$ cat config.mk
export PLATFORM = sky130hd
export DESIGN_NAME = apb_arbiter
export DESIGN_NICKNAME = d
export VERILOG_FILES = /design/src/rtl/apb_arb_pkg.sv /design/src/rtl/rr_arb2.sv /design/src/rtl/apb_arbiter.sv
export SDC_FILE = /design/constraint.sdc
export NUM_CORES = 1
export LEC_CHECK = 0
export ABC_AREA = 0
export BUFFER_PORTS_ARGS = -buffer_cell sky130_fd_sc_hd__buf_2
export CORE_MARGIN = 2
export CORE_UTILIZATION = 50
export DETAILED_ROUTE_END_ITERATION = 8
export PLACE_DENSITY = 0.9
export REMOVE_ABC_BUFFERS = 1
export SKIP_CTS_REPAIR_TIMING = 1
export SKIP_LAST_GASP = 1
export SLEW_MARGIN = 20
export SYNTH_ARGS = -nofsm -noshare
export SYNTH_HDL_FRONTEND = slang
export SYNTH_HIERARCHICAL = 1
export SYNTH_SLANG_ARGS = --single-unit
$ cat constraint.sdc
create_clock -name pclk_i -period 3.25 [get_ports pclk_i]
set_input_delay 0.1625 -clock pclk_i [delete_from_list [all_inputs] [get_ports pclk_i]]
set_output_delay 0.1625 -clock pclk_i [all_outputs]
set_load 0.01 [all_outputs]
$ cat src/rtl/apb_arb_pkg.sv
// apb_arb_pkg: shared state encoding and default parameters for the APB arbiter
package apb_arb_pkg;
   localparam int ADDR_W_DEF  = 8;
   localparam int DATA_W_DEF  = 32;
   localparam int TIMEOUT_DEF = 16;
   typedef enum logic [1:0] {IDLE, SETUP, ACCESS} state_t;
endpackage

$ cat src/rtl/rr_arb2.sv
// rr_arb2: two-way round-robin grant with a last-grant register
module rr_arb2 (
   input  logic       clk,
   input  logic       rst,
   input  logic [1:0] req,
   input  logic       take,
   output logic       gnt
);
   logic last;
   // a tie goes to the port that did not win last; a lone requester always wins
   always_comb gnt = &req ? ~last : req[1];
   // port 1 counts as last winner out of reset so port 0 takes the first tie
   always_ff @(posedge clk)
      if (rst) last <= 1'b1;
      else if (take) last <= gnt;
endmodule

$ cat src/rtl/apb_arbiter.sv
// apb_arbiter: two requesters sharing one APB master port with timeout
module apb_arbiter
   import apb_arb_pkg::*;
#(
   parameter int ADDR_W  = ADDR_W_DEF,
   parameter int DATA_W  = DATA_W_DEF,
   parameter int TIMEOUT = TIMEOUT_DEF
) (
   input  logic              pclk_i,
   input  logic              preset_i,
   input  logic              req0_i,
   input  logic              req1_i,
   input  logic              wr0_i,
   input  logic              wr1_i,
   input  logic [ADDR_W-1:0] addr0_i,
   input  logic [ADDR_W-1:0] addr1_i,
   input  logic [DATA_W-1:0] wdata0_i,
   input  logic [DATA_W-1:0] wdata1_i,
   output logic              done0_o,
   output logic              done1_o,
   output logic [DATA_W-1:0] rdata0_o,
   output logic [DATA_W-1:0] rdata1_o,
   output logic              err0_o,
   output logic              err1_o,
   output logic              psel_o,
   output logic              penable_o,
   output logic              pwrite_o,
   output logic [ADDR_W-1:0] paddr_o,
   output logic [DATA_W-1:0] pwdata_o,
   input  logic [DATA_W-1:0] prdata_i,
   input  logic              pready_i,
   input  logic              pslverr_i
);
   state_t     state, nxt;
   logic [7:0] wcnt;
   logic       own, gnt, grant, fin, err;
   rr_arb2 u_arb (
      .clk (pclk_i),
      .rst (preset_i),
      .req ({req1_i, req0_i}),
      .take(grant),
      .gnt (gnt)
   );
   // next state: a transfer ends on pready or when the wait budget runs out
   always_comb begin
      grant = (state == IDLE) && (req0_i || req1_i);
      fin   = (state == ACCESS) && (pready_i || wcnt == 8'(TIMEOUT - 1));
      err   = ~pready_i | pslverr_i;
      nxt   = grant ? SETUP : state == SETUP ? ACCESS : fin ? IDLE : state;
   end
   // state, bus strobes and wait counter, strobes registered from next state
   always_ff @(posedge pclk_i)
      if (preset_i) begin
         state     <= IDLE;
         psel_o    <= 1'b0;
         penable_o <= 1'b0;
         wcnt      <= '0;
      end else begin
         state     <= nxt;
         psel_o    <= nxt != IDLE;
         penable_o <= nxt == ACCESS;
         wcnt      <= grant ? '0 : (state == ACCESS && !pready_i) ? wcnt + 8'd1 : wcnt;
      end
   // latch the winner's request on grant and return the response to its owner
   always_ff @(posedge pclk_i)
      if (preset_i) begin
         own      <= 1'b0;
         pwrite_o <= 1'b0;
         paddr_o  <= '0;
         pwdata_o <= '0;
         done0_o  <= 1'b0;
         done1_o  <= 1'b0;
         err0_o   <= 1'b0;
         err1_o   <= 1'b0;
         rdata0_o <= '0;
         rdata1_o <= '0;
      end else begin
         done0_o <= fin && !own;
         done1_o <= fin && own;
         if (grant) begin
            own      <= gnt;
            pwrite_o <= gnt ? wr1_i : wr0_i;
            paddr_o  <= gnt ? addr1_i : addr0_i;
            pwdata_o <= gnt ? wdata1_i : wdata0_i;
         end
         if (fin && !own) err0_o <= err;
         if (fin && own) err1_o <= err;
         if (fin && !own && pready_i && !pwrite_o) rdata0_o <= prdata_i;
         if (fin && own && pready_i && !pwrite_o) rdata1_o <= prdata_i;
      end
endmodule

==> results of run 1 <==
per-stage QoR:
step | power, mW | instance area (um2) | worst slack [ns]
6_report | 4.09 | 7160 | 1.08
4_1_cts | 4.08 | 6840 | 1.27
5_1_grt | 4.26 | 7160 | 0.914
2_1_floorplan | 1.99 | 4840 | -0.438
3_3_place_gp | 2.24 | 6260 | 1.42
3_5_place_dp | 2.26 | 6260 | 1.31
cells by family after synthesis:
kind of cell,after synthesis,synth area share [%]
mux,41,8.04
xor+xnor,2,0.343
compound gates,238,26.5
fa+ha+maj,1,0.245
simple gates,99,11.1
flops,123,48.2
buf+inv,66,5.49
Yosys cell counts (2+ instances only):
master | number | area, um2
a211oi_1 | 41 | 308
a21oi_1 | 113 | 566
buf_2 | 23 | 115
clkbuf_1 | 38 | 143
dfxtp_1 | 123 | 2460
inv_1 | 3 | 11.3
mux2i_1 | 41 | 410
nand2_1 | 5 | 18.8
nand2b_1 | 2 | 12.5
nand3_1 | 66 | 330
nor2_1 | 3 | 11.3
nor2b_1 | 3 | 18.8
nor4_1 | 2 | 12.5
o21ai_0 | 70 | 350
o221a_2 | 2 | 22.5
o31ai_1 | 3 | 22.5
or3_1 | 3 | 18.8
or4_1 | 2 | 15.0
or4_4 | 2 | 22.5
xnor2_1 | 2 | 17.5
sequential cells by signal, indices dropped and copies added (netlist names):
register,count
pwrite_o,1
psel_o,1
pwdata_o,32
rdata1_o,32
err1_o,1
penable_o,1
wcnt,8
done1_o,1
done0_o,1
own,1
paddr_o,8
u_arb/last,1
state,2
err0_o,1
rdata0_o,32
final cells by class:
class,instances,area (um2),share of cell area [%]
sequential,123,2460,34.4
multi-input combinational,381,2380,33.2
timing repair buffer,272,1560,21.8
clock buffer,17,414,5.78
tap,133,166,2.32
clock inverter,15,164,2.29
inverter,4,15.0,0.210
antenna,1,2.50,0.0349
where the power goes:
group	internal (mW)	leakage, nW	total [mW]	switching, mW
logic	0.263	1.82	0.618	0.355
clock network	1.10	0.279	1.82	0.718
registers	1.60	1.00	1.65	0.0538
final timing paths:
kind / startpoint / endpoint / slack, ns / cells after the start
worst min register to register: rdata1_o[1] / rdata1_o[1] / 0.47 / 2
worst max register to register: own / rdata1_o[21] / 1.08 / 4
worst min-delay path: wdata0_i[11] / pwdata_o[11] / 0.0008 / 3
worst max-delay path: own / rdata1_o[21] / 1.08 / 4
worst max-delay path, cell delays in order, from the launching register on:
cell      delay (ns)
dfxtp_2         0.32
clkinv_1        0.76
buf_4           0.52
o21ai_0         0.27
a21oi_1         0.13
routing by layer:
metal | track usage, % | routed length, um | part of all wire, %
met2 | 45.8 | 8450 | 51
met3 | 8.48 | 1330 | 8.1
met5 | 0 | 0 | 0
met1 | 31.3 | 6140 | 37
met4 | 13.5 | 518 | 3.2
==> results.cfg, run 1 <==
[run_status]
status = finished, final reports clean

[sta]
rsz0062_at_grt = false
max_freq_mhz = 460
worstMarginPinSlew_ns = 1.01
max_slew_margin_pct = 32.5
fin_crit_sh_pct = 66.9
finalSetupViolations = 0
hold-worst-slack_ns = 0.000811
finalHoldViolations = 0
finClkSkew_ns = 0.00837
setup-tns-final_ns = 0
drv_slew = 0
fin_crit_ns = 2.17

[critical_path]
crit_required_ns = 3.60
worstSetupPathType = reg2reg
cp-end-kind = flop
worstSetupStartpointType = flop
crit_fanout = 37
worstPathArrival_ns = 2.52

[cells_and_area]
fin_cells = 946
final_cell_mix = 229 x buf_2, 122 x dfxtp_1, 113 x a21oi_1
drive_gt1_share_pct = 35.3
postLayoutCoreUtil_pct = 73.0
syn_to_final_growth_pct = 40.4
layout.nets = 920
num-fill-cells = 727
layout_commonest_cell = buf_2

[die]
die-area_um2 = 11000
start_util_pct = 52.0
top_level_ports = 231
die_width_um = 105
rows = 36
die_height_um = 105
fp.coreArea_um2 = 9820

[detailed_routing]
drc = 0
wl_per_cell_um = 17.4
drt_first_pass_iters = 5
wirelength_mm = 16.4
via_per_inst = 5.78
postRouteAntennaNets = 0
vias = 5464
dr.first_iter.drc_count = 339

[cts]
root_buffer = clkbuf_8
cts_buffers = 17
cts_tree = built
clkTransAtPathRegs_ns = 0.06
insertion_delay_ns = 0.50
h-tree-depth = 4
cts_sinks = 123
clockBufferDepth = 2

[placed_design]
port_buffers = 230
hpwl_mm = 10.5
dp.cells = 881
gp_congestion = 0.867

[yosys]
synth_cells = 570
synth-seq-cells = 123
netlist_area_um2 = 5100
synth_area_per_cell_um2 = 8.95
ys.flop_type = dfxtp_1
ys_seq_area_share_pct = 48.2
async_flop_share_pct = 0
yosysWarnings = 6
synth_edf_count = 0
synth_cell_types = 43

[worst_hold_path]
min_path_type = in2reg

[global_route]
grt_pass1_wl_mm = 24.4
grt_use_total_pct = 27.3
overflow = 0
grt_max_degree = 69
grt_pass1_vias = 5100
antenna_found_initial = 1

[pwr]
peakVddDrop_mv = 0.329
p_leak_nw = 3.10
cellPowerDensity_nw_per_um2 = 571

[run]
cap_violations = 0
No activity file was read; power rests on OpenSTA's default activity.
==> run 2: changes to the inputs <==
--- a/config.mk
+++ b/config.mk
@@ -8,9 +8,9 @@
 export ABC_AREA = 0
 export BUFFER_PORTS_ARGS = -buffer_cell sky130_fd_sc_hd__buf_2
 export CORE_MARGIN = 2
-export CORE_UTILIZATION = 50
+export CORE_UTILIZATION = 47
 export DETAILED_ROUTE_END_ITERATION = 8
-export PLACE_DENSITY = 0.9
+export PLACE_DENSITY = 0.86
 export REMOVE_ABC_BUFFERS = 1
 export SKIP_CTS_REPAIR_TIMING = 1
 export SKIP_LAST_GASP = 1
==> constraint.sdc (replaced) <==
create_clock -name pclk_i -period 2.1 [get_ports pclk_i]
set_input_delay 0.105 -clock pclk_i [delete_from_list [all_inputs] [get_ports pclk_i]]
set_output_delay 0.105 -clock pclk_i [all_outputs]
set_load 0.01 [all_outputs]
==> results.cfg, run 2 (synthesized netlist as in run 1, its figures left out) <==
[run_status]
status = finished, final reports clean

[critical_path]
worstPathArrival_ns = 2.48
worstSetupStartpointType = flop
worstSetupPathType = reg2reg
crit_required_ns = 2.49
cp-end-kind = flop
crit_fanout = 15

[cts]
root_buffer = clkbuf_8
clkTransAtPathRegs_ns = 0.06
cts_sinks = 123
clockBufferDepth = 2
h-tree-depth = 4
insertion_delay_ns = 0.51
cts_buffers = 17
cts_tree = built

[global_route]
grt_max_degree = 61
grt_pass1_wl_mm = 22.2
overflow = 0
antenna_found_initial = 1
grt_use_total_pct = 24.1
grt_pass1_vias = 4671

[pwr]
peakVddDrop_mv = 0.463
share_comb_of_total_power_pct = 18.3
finalPower_mw = 6.61
p_int_mw = 4.81
p_leak_nw = 3.44
seqPwrFrac_pct = 39.2
sw_frac_of_total_pct = 27.2
p_switching_mw = 1.80
clkPwrFrac_pct = 42.5
cellPowerDensity_nw_per_um2 = 831

[die]
top_level_ports = 231
fp.coreArea_um2 = 10700
rows = 38
die_height_um = 108
start_util_pct = 47.7
die-area_um2 = 11700
die_width_um = 108

[sta]
finalSetupViolations = 0
worstMarginPinSlew_ns = 0.640
worst_slack_ns = 0.0132
drv_slew = 0
finalHoldViolations = 0
setup-tns-final_ns = 0
max_slew_margin_pct = 57.0
hold-worst-slack_ns = 0.00450
fin_crit_ns = 2.09
max_freq_mhz = 479
finClkSkew_ns = 0.0128
fin_crit_sh_pct = 99.4

[cells_and_area]
fin_cells = 1033
final_cell_mix = 229 x buf_2, 122 x dfxtp_1, 113 x a21oi_1
layout_commonest_cell = buf_2
layout.nets = 999
drive_gt1_share_pct = 32.4
finish.instance_area_um2 = 7950
syn_to_final_growth_pct = 55.8
postLayoutCoreUtil_pct = 74.3
num-fill-cells = 700
reg.largest.list = pwdata_o: 32 flops, rdata0_o: 32 flops, rdata1_o: 32 flops

[detailed_routing]
wl_per_cell_um = 19.6
drt_first_pass_iters = 5
vias = 6143
dr.first_iter.drc_count = 643
via_per_inst = 5.95
postRouteAntennaNets = 0
drc = 0
wirelength_mm = 20.2

[worst_hold_path]
min_path_type = in2reg

[placed_design]
hpwl_mm = 10.0
gp_congestion = 0.784
dp_slack_ns = 0.454
dpl_cell_area_um2 = 6300
port_buffers = 230
dp.cells = 892

[run]
cap_violations = 0
## run 2: path summary, 6_finish.rpt
| path | end | slack [ns] | from | cells after the start |
|---|---|---|---|---|
| min | pwdata_o[8] | 0.004 | wdata1_i[8] | 3 |
| min reg2reg | rdata0_o[12] | 0.47 | rdata0_o[12] | 2 |
| max | pwdata_o[20] | 0.01 | u_arb/last | 5 |
| max reg2reg | pwdata_o[20] | 0.01 | u_arb/last | 5 |
## run 2: final cells by class
class	count	area, um2	share of cell area (%)
antenna	4	10.0	0.126
inverter	4	15.0	0.189
clock buffer	23	477	6.00
multi-input combinational	381	2380	29.9
timing repair buffer	351	2340	29.5
sequential	123	2460	31.0
tap	140	175	2.20
clock inverter	7	90.1	1.13
## run 2: critical path, cell delays in order, from the launching register on
cell and delay, ns:
dfxtp_1 0.35, a21boi_4 0.17, buf_4 0.31, mux2i_1 0.14, dlygate4sd3_1 0.62, a211oi_1 0.37
## run 2: power by group through the flow
stage / sequential, mW / combinational (mW) / clock, mW
floorplan: 2.67 / 0.403 / 0
global placement: 2.60 / 0.889 / 0
detailed placement: 2.60 / 0.904 / 0
CTS: 2.56 / 0.908 / 2.83
global route: 2.60 / 1.27 / 2.93
finish: 2.59 / 1.21 / 2.81
## run 2: metal layers
layer	GRT usage (%)	vias to the layer above	wire length, um
met5	0	-	0
met4	9.16	0	963
met3	8.86	94	2060
met2	40.2	430	9660
met1	28.4	2900	7560
li1	-	2719	-
